**src/rtl/display_scanout.sv**
```systemverilog
`timescale 1ns/1ps
// ---------------------------------------------------------------------------
// display_scanout
//
// Raster timing generator and pixel pipeline for a line- and column-doubled
// framebuffer. The framebuffer stores one RGB332 byte per 2x2 block of screen
// pixels. This block walks the raster, presents a byte address to the
// graphics memory, and turns the byte that comes back one clock later into
// colour, sync and blanking outputs.
//
// Pipeline
//   S0 : raster counters (hcount, vcount) and the combinational memory
//        address for that position.
//   S1 : timing flags for the S0 position, delayed one clock so they line
//        up with the byte that graphics memory returns.
//   S2 : registered outputs. They show S0 position (h, v) exactly two clocks
//        after the counters held (h, v).
//
// Ports
//   clk          in   pixel clock, also clocks the graphics-memory read port
//   rst          in   asynchronous reset, active high
//   gpu_address  out  byte address into graphics memory (combinational, S0)
//   gpu_data     in   byte for the address presented one clock earlier
//   hsync        out  horizontal sync, active low
//   vsync        out  vertical sync, active low
//   data_enable  out  high while red/green/blue carry a visible pixel
//   red          out  gpu_data[7:5] when visible, else 0
//   green        out  gpu_data[4:2] when visible, else 0
//   blue         out  gpu_data[1:0] when visible, else 0
//   vblank       out  high while the output-stage line is outside the
//                     visible area
//   frame_start  out  one-clock pulse while the output stage shows (0,0)
// ---------------------------------------------------------------------------
module display_scanout #(
    parameter int          H_ACTIVE = 640,
    parameter int          H_FRONT  = 16,
    parameter int          H_SYNC   = 96,
    parameter int          H_BACK   = 48,
    parameter int          V_ACTIVE = 480,
    parameter int          V_FRONT  = 10,
    parameter int          V_SYNC   = 2,
    parameter int          V_BACK   = 33,
    parameter int          FB_WIDTH = 320,
    parameter logic [31:0] FB_BASE  = 32'd0
) (
    input  logic        clk,
    input  logic        rst,
    output logic [31:0] gpu_address,
    input  logic [7:0]  gpu_data,
    output logic        hsync,
    output logic        vsync,
    output logic        data_enable,
    output logic [2:0]  red,
    output logic [2:0]  green,
    output logic [1:0]  blue,
    output logic        vblank,
    output logic        frame_start
);

    localparam int HT = H_ACTIVE + H_FRONT + H_SYNC + H_BACK;
    localparam int VT = V_ACTIVE + V_FRONT + V_SYNC + V_BACK;
    localparam int HW = $clog2(HT);
    localparam int VW = $clog2(VT);

    localparam logic [HW-1:0] H_LAST    = HW'(HT - 1);
    localparam logic [HW-1:0] H_ACT_END = HW'(H_ACTIVE);
    localparam logic [HW-1:0] HS_BEG    = HW'(H_ACTIVE + H_FRONT);
    localparam logic [HW-1:0] HS_END    = HW'(H_ACTIVE + H_FRONT + H_SYNC);

    localparam logic [VW-1:0] V_LAST    = VW'(VT - 1);
    localparam logic [VW-1:0] V_ACT_END = VW'(V_ACTIVE);
    localparam logic [VW-1:0] VS_BEG    = VW'(V_ACTIVE + V_FRONT);
    localparam logic [VW-1:0] VS_END    = VW'(V_ACTIVE + V_FRONT + V_SYNC);

    // S0 raster position and framebuffer row base
    logic [HW-1:0] hcount;
    logic [VW-1:0] vcount;
    logic [31:0]   row_base;

    logic h_wrap;
    logic v_wrap;
    logic h_active;
    logic v_active;
    logic active_s0;
    logic hsync_s0;
    logic vsync_s0;
    logic vblank_s0;
    logic frame_start_s0;

    // S1 flags, aligned with gpu_data
    logic active_s1;
    logic hsync_s1;
    logic vsync_s1;
    logic vblank_s1;
    logic frame_start_s1;

    // ------------------------------------------------------------------
    // S0: raster counters
    // ------------------------------------------------------------------
    assign h_wrap = (hcount == H_LAST);
    assign v_wrap = (vcount == V_LAST);

    // row_base tracks FB_BASE + (vcount >> 1) * FB_WIDTH incrementally:
    // it steps by one framebuffer row after each odd visible line, so
    // every framebuffer row is scanned on two consecutive lines.
    always_ff @(posedge clk or posedge rst) begin
        if (rst) begin
            hcount   <= '0;
            vcount   <= '0;
            row_base <= FB_BASE;
        end else if (h_wrap) begin
            hcount <= '0;
            if (v_wrap) begin
                vcount   <= '0;
                row_base <= FB_BASE;
            end else begin
                vcount <= vcount + 1'b1;
                if (v_active && vcount[0]) begin
                    row_base <= row_base + 32'(FB_WIDTH);
                end
            end
        end else begin
            hcount <= hcount + 1'b1;
        end
    end

    // ------------------------------------------------------------------
    // S0: address and timing flags for the current position
    // ------------------------------------------------------------------
    assign h_active  = (hcount < H_ACT_END);
    assign v_active  = (vcount < V_ACT_END);
    assign active_s0 = h_active && v_active;

    // Column doubling comes from dropping hcount[0]; in blanking the
    // address parks on FB_BASE so the memory port sees a stable value.
    assign gpu_address = active_s0 ? (row_base + 32'(hcount >> 1)) : FB_BASE;

    assign hsync_s0       = !((hcount >= HS_BEG) && (hcount < HS_END));
    assign vsync_s0       = !((vcount >= VS_BEG) && (vcount < VS_END));
    assign vblank_s0      = !v_active;
    assign frame_start_s0 = (hcount == '0) && (vcount == '0);

    // ------------------------------------------------------------------
    // S1: delay flags one clock to meet the memory read latency
    // ------------------------------------------------------------------
    always_ff @(posedge clk or posedge rst) begin
        if (rst) begin
            active_s1      <= 1'b0;
            hsync_s1       <= 1'b1;
            vsync_s1       <= 1'b1;
            vblank_s1      <= 1'b0;
            frame_start_s1 <= 1'b0;
        end else begin
            active_s1      <= active_s0;
            hsync_s1       <= hsync_s0;
            vsync_s1       <= vsync_s0;
            vblank_s1      <= vblank_s0;
            frame_start_s1 <= frame_start_s0;
        end
    end

    // ------------------------------------------------------------------
    // S2: registered outputs; gpu_data is discarded outside the visible
    // area so whatever the memory returns in blanking never reaches the
    // colour pins.
    // ------------------------------------------------------------------
    always_ff @(posedge clk or posedge rst) begin
        if (rst) begin
            data_enable <= 1'b0;
            red         <= '0;
            green       <= '0;
            blue        <= '0;
            hsync       <= 1'b1;
            vsync       <= 1'b1;
            vblank      <= 1'b0;
            frame_start <= 1'b0;
        end else begin
            data_enable <= active_s1;
            red         <= active_s1 ? gpu_data[7:5] : 3'd0;
            green       <= active_s1 ? gpu_data[4:2] : 3'd0;
            blue        <= active_s1 ? gpu_data[1:0] : 2'd0;
            hsync       <= hsync_s1;
            vsync       <= vsync_s1;
            vblank      <= vblank_s1;
            frame_start <= frame_start_s1;
        end
    end

endmodule
```
**config.mk**
```make
export PLATFORM = sky130hd
export DESIGN_NAME = display_scanout
export DESIGN_NICKNAME = d
export VERILOG_FILES = /design/src/rtl/display_scanout.sv
export SDC_FILE = /design/constraint.sdc
export NUM_CORES = 1
export LEC_CHECK = 0
export CAP_MARGIN = 20
export CORE_MARGIN = 5
export CORE_UTILIZATION = 56
export CTS_BUF_LIST = sky130_fd_sc_hd__clkbuf_8
export CTS_CLUSTER_DIAMETER = 60
export DETAILED_ROUTE_END_ITERATION = 12
export MAX_ROUTING_LAYER = met4
export PLACE_DENSITY = 0.83
export SETUP_SLACK_MARGIN = 0.05
export SLEW_MARGIN = 0
export SYNTH_ARGS = -nofsm -noshare
export SYNTH_HDL_FRONTEND = slang
export SYNTH_SLANG_ARGS = --single-unit
```
**constraint.sdc**
```tcl
create_clock -name clk -period 3.4 [get_ports clk]
set_clock_uncertainty 0.15 [all_clocks]
set_input_delay 0.68 -clock clk [delete_from_list [all_inputs] [get_ports clk]]
set_output_delay 0.68 -clock clk [all_outputs]
set_load 0.005 [all_outputs]
```
# Yosys cells after proc, flatten, opt, wreduce, memory -nomap -nowiden
# Index checks and enable logic that the tools add are counted.
[op_classes] addsub=4 magnitude_cmp=6 n_eq_ne=2 reduce_logical=12 mux=8
[op_table] op="$mux W32" n=3
[op_table] op="$add A32 B9 Y32" n=1
[op_table] op="$add A32 B9 Y32 const B" n=1
[op_table] op="$add A10 B1 Y10 const B" n=2
[op_table] op="$eq A10 B10 Y1 const B" n=2
[op_table] op="$logic_not A10 Y1" n=2
[op_table] op="$lt A10 B10 Y1 const B" n=2
[op_table] op="$lt A10 B9 Y1 const B" n=2
[op_table] op="$mux W10" n=2
[op_table] op="$ge A10 B10 Y1 const B" n=1
[op_table] op="$ge A10 B9 Y1 const B" n=1
[op_table] op="$mux W3" n=2
[op_table] op="$logic_and A1 B1 Y1" n=5
[op_table] op="$logic_not A1 Y1" n=3
[op_table] op="$mux W2" n=1
[op_table] op="$reduce_and A2 Y1" n=1
[op_table] op="$reduce_bool A2 Y1" n=1
[word_totals] out_inout_bits=45 wordCells=48 in_bits=10 reg_bits=70

# Depth between registers and ports, before layout
[depth] word_depth=4 depth_mapped=9 depth_no_buf=7

# Least setup slack after synthesis
# OpenSTA, ideal clock, no wires.
[synth_timing] path_type="register to output" start="register vcount[6]" end="output port gpu_address[30]" path_slack_ns=0.361 required_ns=2.570 arrival_ns=2.209 stages_incl_launch_ff=8 n_path_buf=1 cell_sequence="dfrtp_1 -> and3_1 -> a21oi_1 -> clkinv_1 -> a21o_1 -> clkbuf_1 -> or4b_2 -> nand2_1"
[synth_between] elab_chain_len=3
[synth_rtl] element="start, declared" line_no="77" text="logic [VW-1:0] vcount;"
[synth_rtl] element="start signal, assigned" line_no="117" text="vcount <= vcount + 1'b1;"
[synth_rtl] element="$lt A10 B9 Y1" line_no="131" text="assign v_active = (vcount < V_ACT_END);"
[synth_rtl] element="$logic_and A1 B1 Y1" line_no="132" text="assign active_s0 = h_active && v_active;"
[synth_rtl] element="$mux W32" line_no="136" text="assign gpu_address = active_s0 ? (row_base + 32'(hcount >> 1)) : FB_BASE;"
[synth_rtl] element="end, declared" line_no="48" text="output logic [31:0] gpu_address,"
# No other way between the ends.

# Worst setup path after layout
[layout_timing] start="register row_base[8]" end="output port gpu_address[31]"
[layout_between] elab_chain_len=2
[layout_rtl] element="start, declared" line_no="78" text="logic [31:0] row_base;"
[layout_rtl] element="start signal, assigned" line_no="119" text="row_base <= row_base + 32'(FB_WIDTH);"
[layout_rtl] element="$add A32 B9 Y32" line_no="136"
[layout_rtl] element="$mux W32" line_no="136"
# No other way between the ends.

==> qor.txt <==
largest net degree at the start of global routing -> 36
YS warnings -> 0
Clk pin slew, worst setup/hold paths -> 80 ps
n_diodes -> 0
pwr dens -> 329 nW/um^2
sequential cell area fraction in the yosys report -> 0.460
Detailed Route Iter0 Violations -> 345
area of the multi-input gates -> 1860 um^2
Rel. slew slack -> 0.580
final wirelength -> 9.09 mm
vias in the first global route -> 3097
arrival time worst endpoint -> 2550 ps
worst vdd ir -> 0.251 mV
Starting Density -> 0.583
Filler cells -> 385
outcome -> complete, no violations
I/O pin cnt -> 55
row count -> 28
grt ovf -> 0
Synth Area per Inst -> 9.03 um^2
pre-CTS setup slack -> 147 ps
Final ANT Viol Nets -> 0
Final HPWL DP -> 5.92 mm
P_leak -> 2.02 nW
Final Setup Violations -> 0
Synth async-reset ratio -> 1.00
Tightest Pin Transition -> 628 ps
initial antenna violation count -> 0
drt wl/cell -> 16.7 um
gp weighted congestion -> 0.948
final setup margin -> 20.0 ps
syn nets -> 405
Synth area leader -> dfrtp_1
fin. max-slew vios -> 0
TritonRoute pass-1 iters -> 5
Sequential Area -> 1610 um^2
Die ar. -> 7920 um^2
highest attainable clock frequency -> 296 MHz
clock root buffer -> clkbuf_8
first-pass GRT wire length -> 14.7 mm
Top FF cell, synth -> dfrtp_1
via count of the routed design -> 3164
Final Hold Viols -> 0
Worst Path Max Fanout -> 5
post-route cell area -> 4610 um^2
clock tree sinks -> 64
RSZ-0062 raised after global routing -> true
Tmin final -> 3380 ps
placed cell areas -> 4200 um^2
top cell type's share of synthesized area -> 0.430
Core Box Area -> 5990 um^2
Crit Path Class -> reg2out
Cell variety after synth -> 38
largest cells by area after synthesis -> dfrtp_1 (43%), xor2_1 (7.3%), nor2_1 (6.7%)
Yosys reg bits -> 64
synthesized instance count -> 387
crit path launch type -> register
port bufs -> 54
Die Width -> 89.0 um
CTS tree -> done
nets -> 482
CTS Buf Count -> 9
clk buf depth -> 2
Min-Delay Path Class -> reg2reg
clock latency on the worst-skew pair -> 360 ps
max-cap viol count -> 0
# H-tree levels -> 3
CP required -> 2570 ps
cell area after synthesis -> 3490 um^2
Setup crit end kind -> output port
Post-synth EDFFs -> 0
area grow syn2layout -> 32.0%
gr usage total -> 0.251
share of layout cells above drive strength 1 -> 0.154
via/cell ratio -> 5.82
CTS Hold Bufs -> 0
DRC violations left -> 0
fin crit share -> 0.994
die height -> 89.0 um
[cells in the mapped netlist, types with 8 or more instances]
cell	count
nor2_1	62
dfrtp_1	60
nand2_1	33
xor2_1	29
xnor2_1	23
nand3_1	22
and2_1	17
nand4_1	17
nor3_1	15
clkbuf_1	14
inv_1	10
nor4_1	9
a21oi_1	8
ha_1	8
[path summary, 6_finish.rpt]
path	end	slack, ps	start	depth (start not counted)
setup / recovery	gpu_address[31]	20	row_base[8]	8
hold / removal	vblank	190	vblank_s1	0
setup reg to reg	row_base[26]	240	hcount[7]	6
hold reg to reg	vblank	190	vblank_s1	0
max in group asynchronous	hcount[9]	1880	rst	3
min in group asynchronous	green[2]	580	rst	2
[where the power goes]
part / switching, mW / internal, mW / total, mW
logic: 0.0196 / 0.0217 / 0.0413
clock network: 0.302 / 0.407 / 0.709
registers: 0.00127 / 0.766 / 0.767
[layout by cell type (no fill, tap or decap), types with 3 or more instances in the layout]
master / synthesis / routed
or3_1: 5 / 5
dfstp_2: 4 / 4
nand4_1: 17 / 17
xor2_1: 29 / 29
and3_1: 4 / 3
dfrtp_1: 60 / 55
o31ai_1: 4 / 4
nor3_1: 15 / 15
clkdlybuf4s50_1: 0 / 49
clkbuf_8: 0 / 9
xnor2_1: 23 / 23
nand2b_1: 3 / 3
inv_1: 10 / 10
dlymetal6s2s_1: 0 / 3
o21ai_0: 7 / 7
a21oi_1: 8 / 6
ha_1: 8 / 6
or4_1: 4 / 4
and4_1: 4 / 4
nor2_1: 62 / 61
nor4_1: 9 / 7
o211ai_1: 5 / 5
nand2_1: 33 / 32
nand3_1: 22 / 21
dfrtp_2: 0 / 5
and2_1: 17 / 16
buf_4: 1 / 28
[worst max-delay path: stages, from the launching register on]
cell             delay (ps)
dfrtp_1                 440
ha_4                    330
nand3_4                 100
a211oi_2                300
buf_4                   190
nand4_1                 110
xor2_1                  160
nor2_1                   80
clkdlybuf4s50_1         500
[registers in the layout, indices dropped and copies added (netlist names)]
register and count:
vblank 1, hsync 1, vsync_s1 1, vsync 1, vcount 10, hsync_s1 1, active_s1 1, green 3
blue 2, vblank_s1 1, red 3, frame_start_s1 1, hcount 10, row_base 26, frame_start 1, data_enable 1
[area by class of cell]
| cell class | count | share of cell area |
|---|---|---|
| repair buffers | 84 | 0.171 |
| inverters | 11 | 0.00895 |
| clock inverters | 7 | 0.0193 |
| multi-input cells | 294 | 0.404 |
| flip-flops and latches | 64 | 0.350 |
| clock buffers | 9 | 0.0269 |
| well taps | 75 | 0.0203 |
[kinds of logic (layout without fill, tap and decap cells)]
logic type / count (synthesis) / after routing / share of synthesized area
AND/OR/NAND/NOR: 202 / 202 / 0.287
flip-flops: 64 / 64 / 0.460
XOR/XNOR: 52 / 52 / 0.130
AO/OA/AOI/OAI: 29 / 29 / 0.0519
buffers and inverters: 29 / 111 / 0.0333
adder cells (fa/ha/maj): 8 / 8 / 0.0287
multiplexers: 3 / 3 / 0.00895
[timing repair]
item,in CTS,in global routing
buffers inserted,12,0
setup endpoints to repair,15,20
pin swaps,4,3
resized for setup,20,8
[through the flow]
stage          instances  hold slack [ps]  utilization  TNS (ps)  total power, mW
6_report             544              194        0.770         0             1.52
5_1_grt              544              215        0.770      -751             1.57
4_1_cts              544              198        0.763         0             1.53
3_5_place_dp         516              186        0.701         0            0.824
3_3_place_gp         516              185        0.701         0            0.823
2_1_floorplan        387              181            -         0            0.797
[layer usage]
metal | global-route usage | routed length (um) | part of all wire | up-vias
li1 | - | - | - | 1471
met1 | 0.304 | 3780 | 0.42 | 1555
met2 | 0.407 | 4580 | 0.50 | 117
met3 | 0.0461 | 509 | 0.056 | 21
met4 | 0.114 | 213 | 0.023 | 0
met5 | - | 0 | 0 | -
Note: power is estimated with default switching activity, not from simulation.
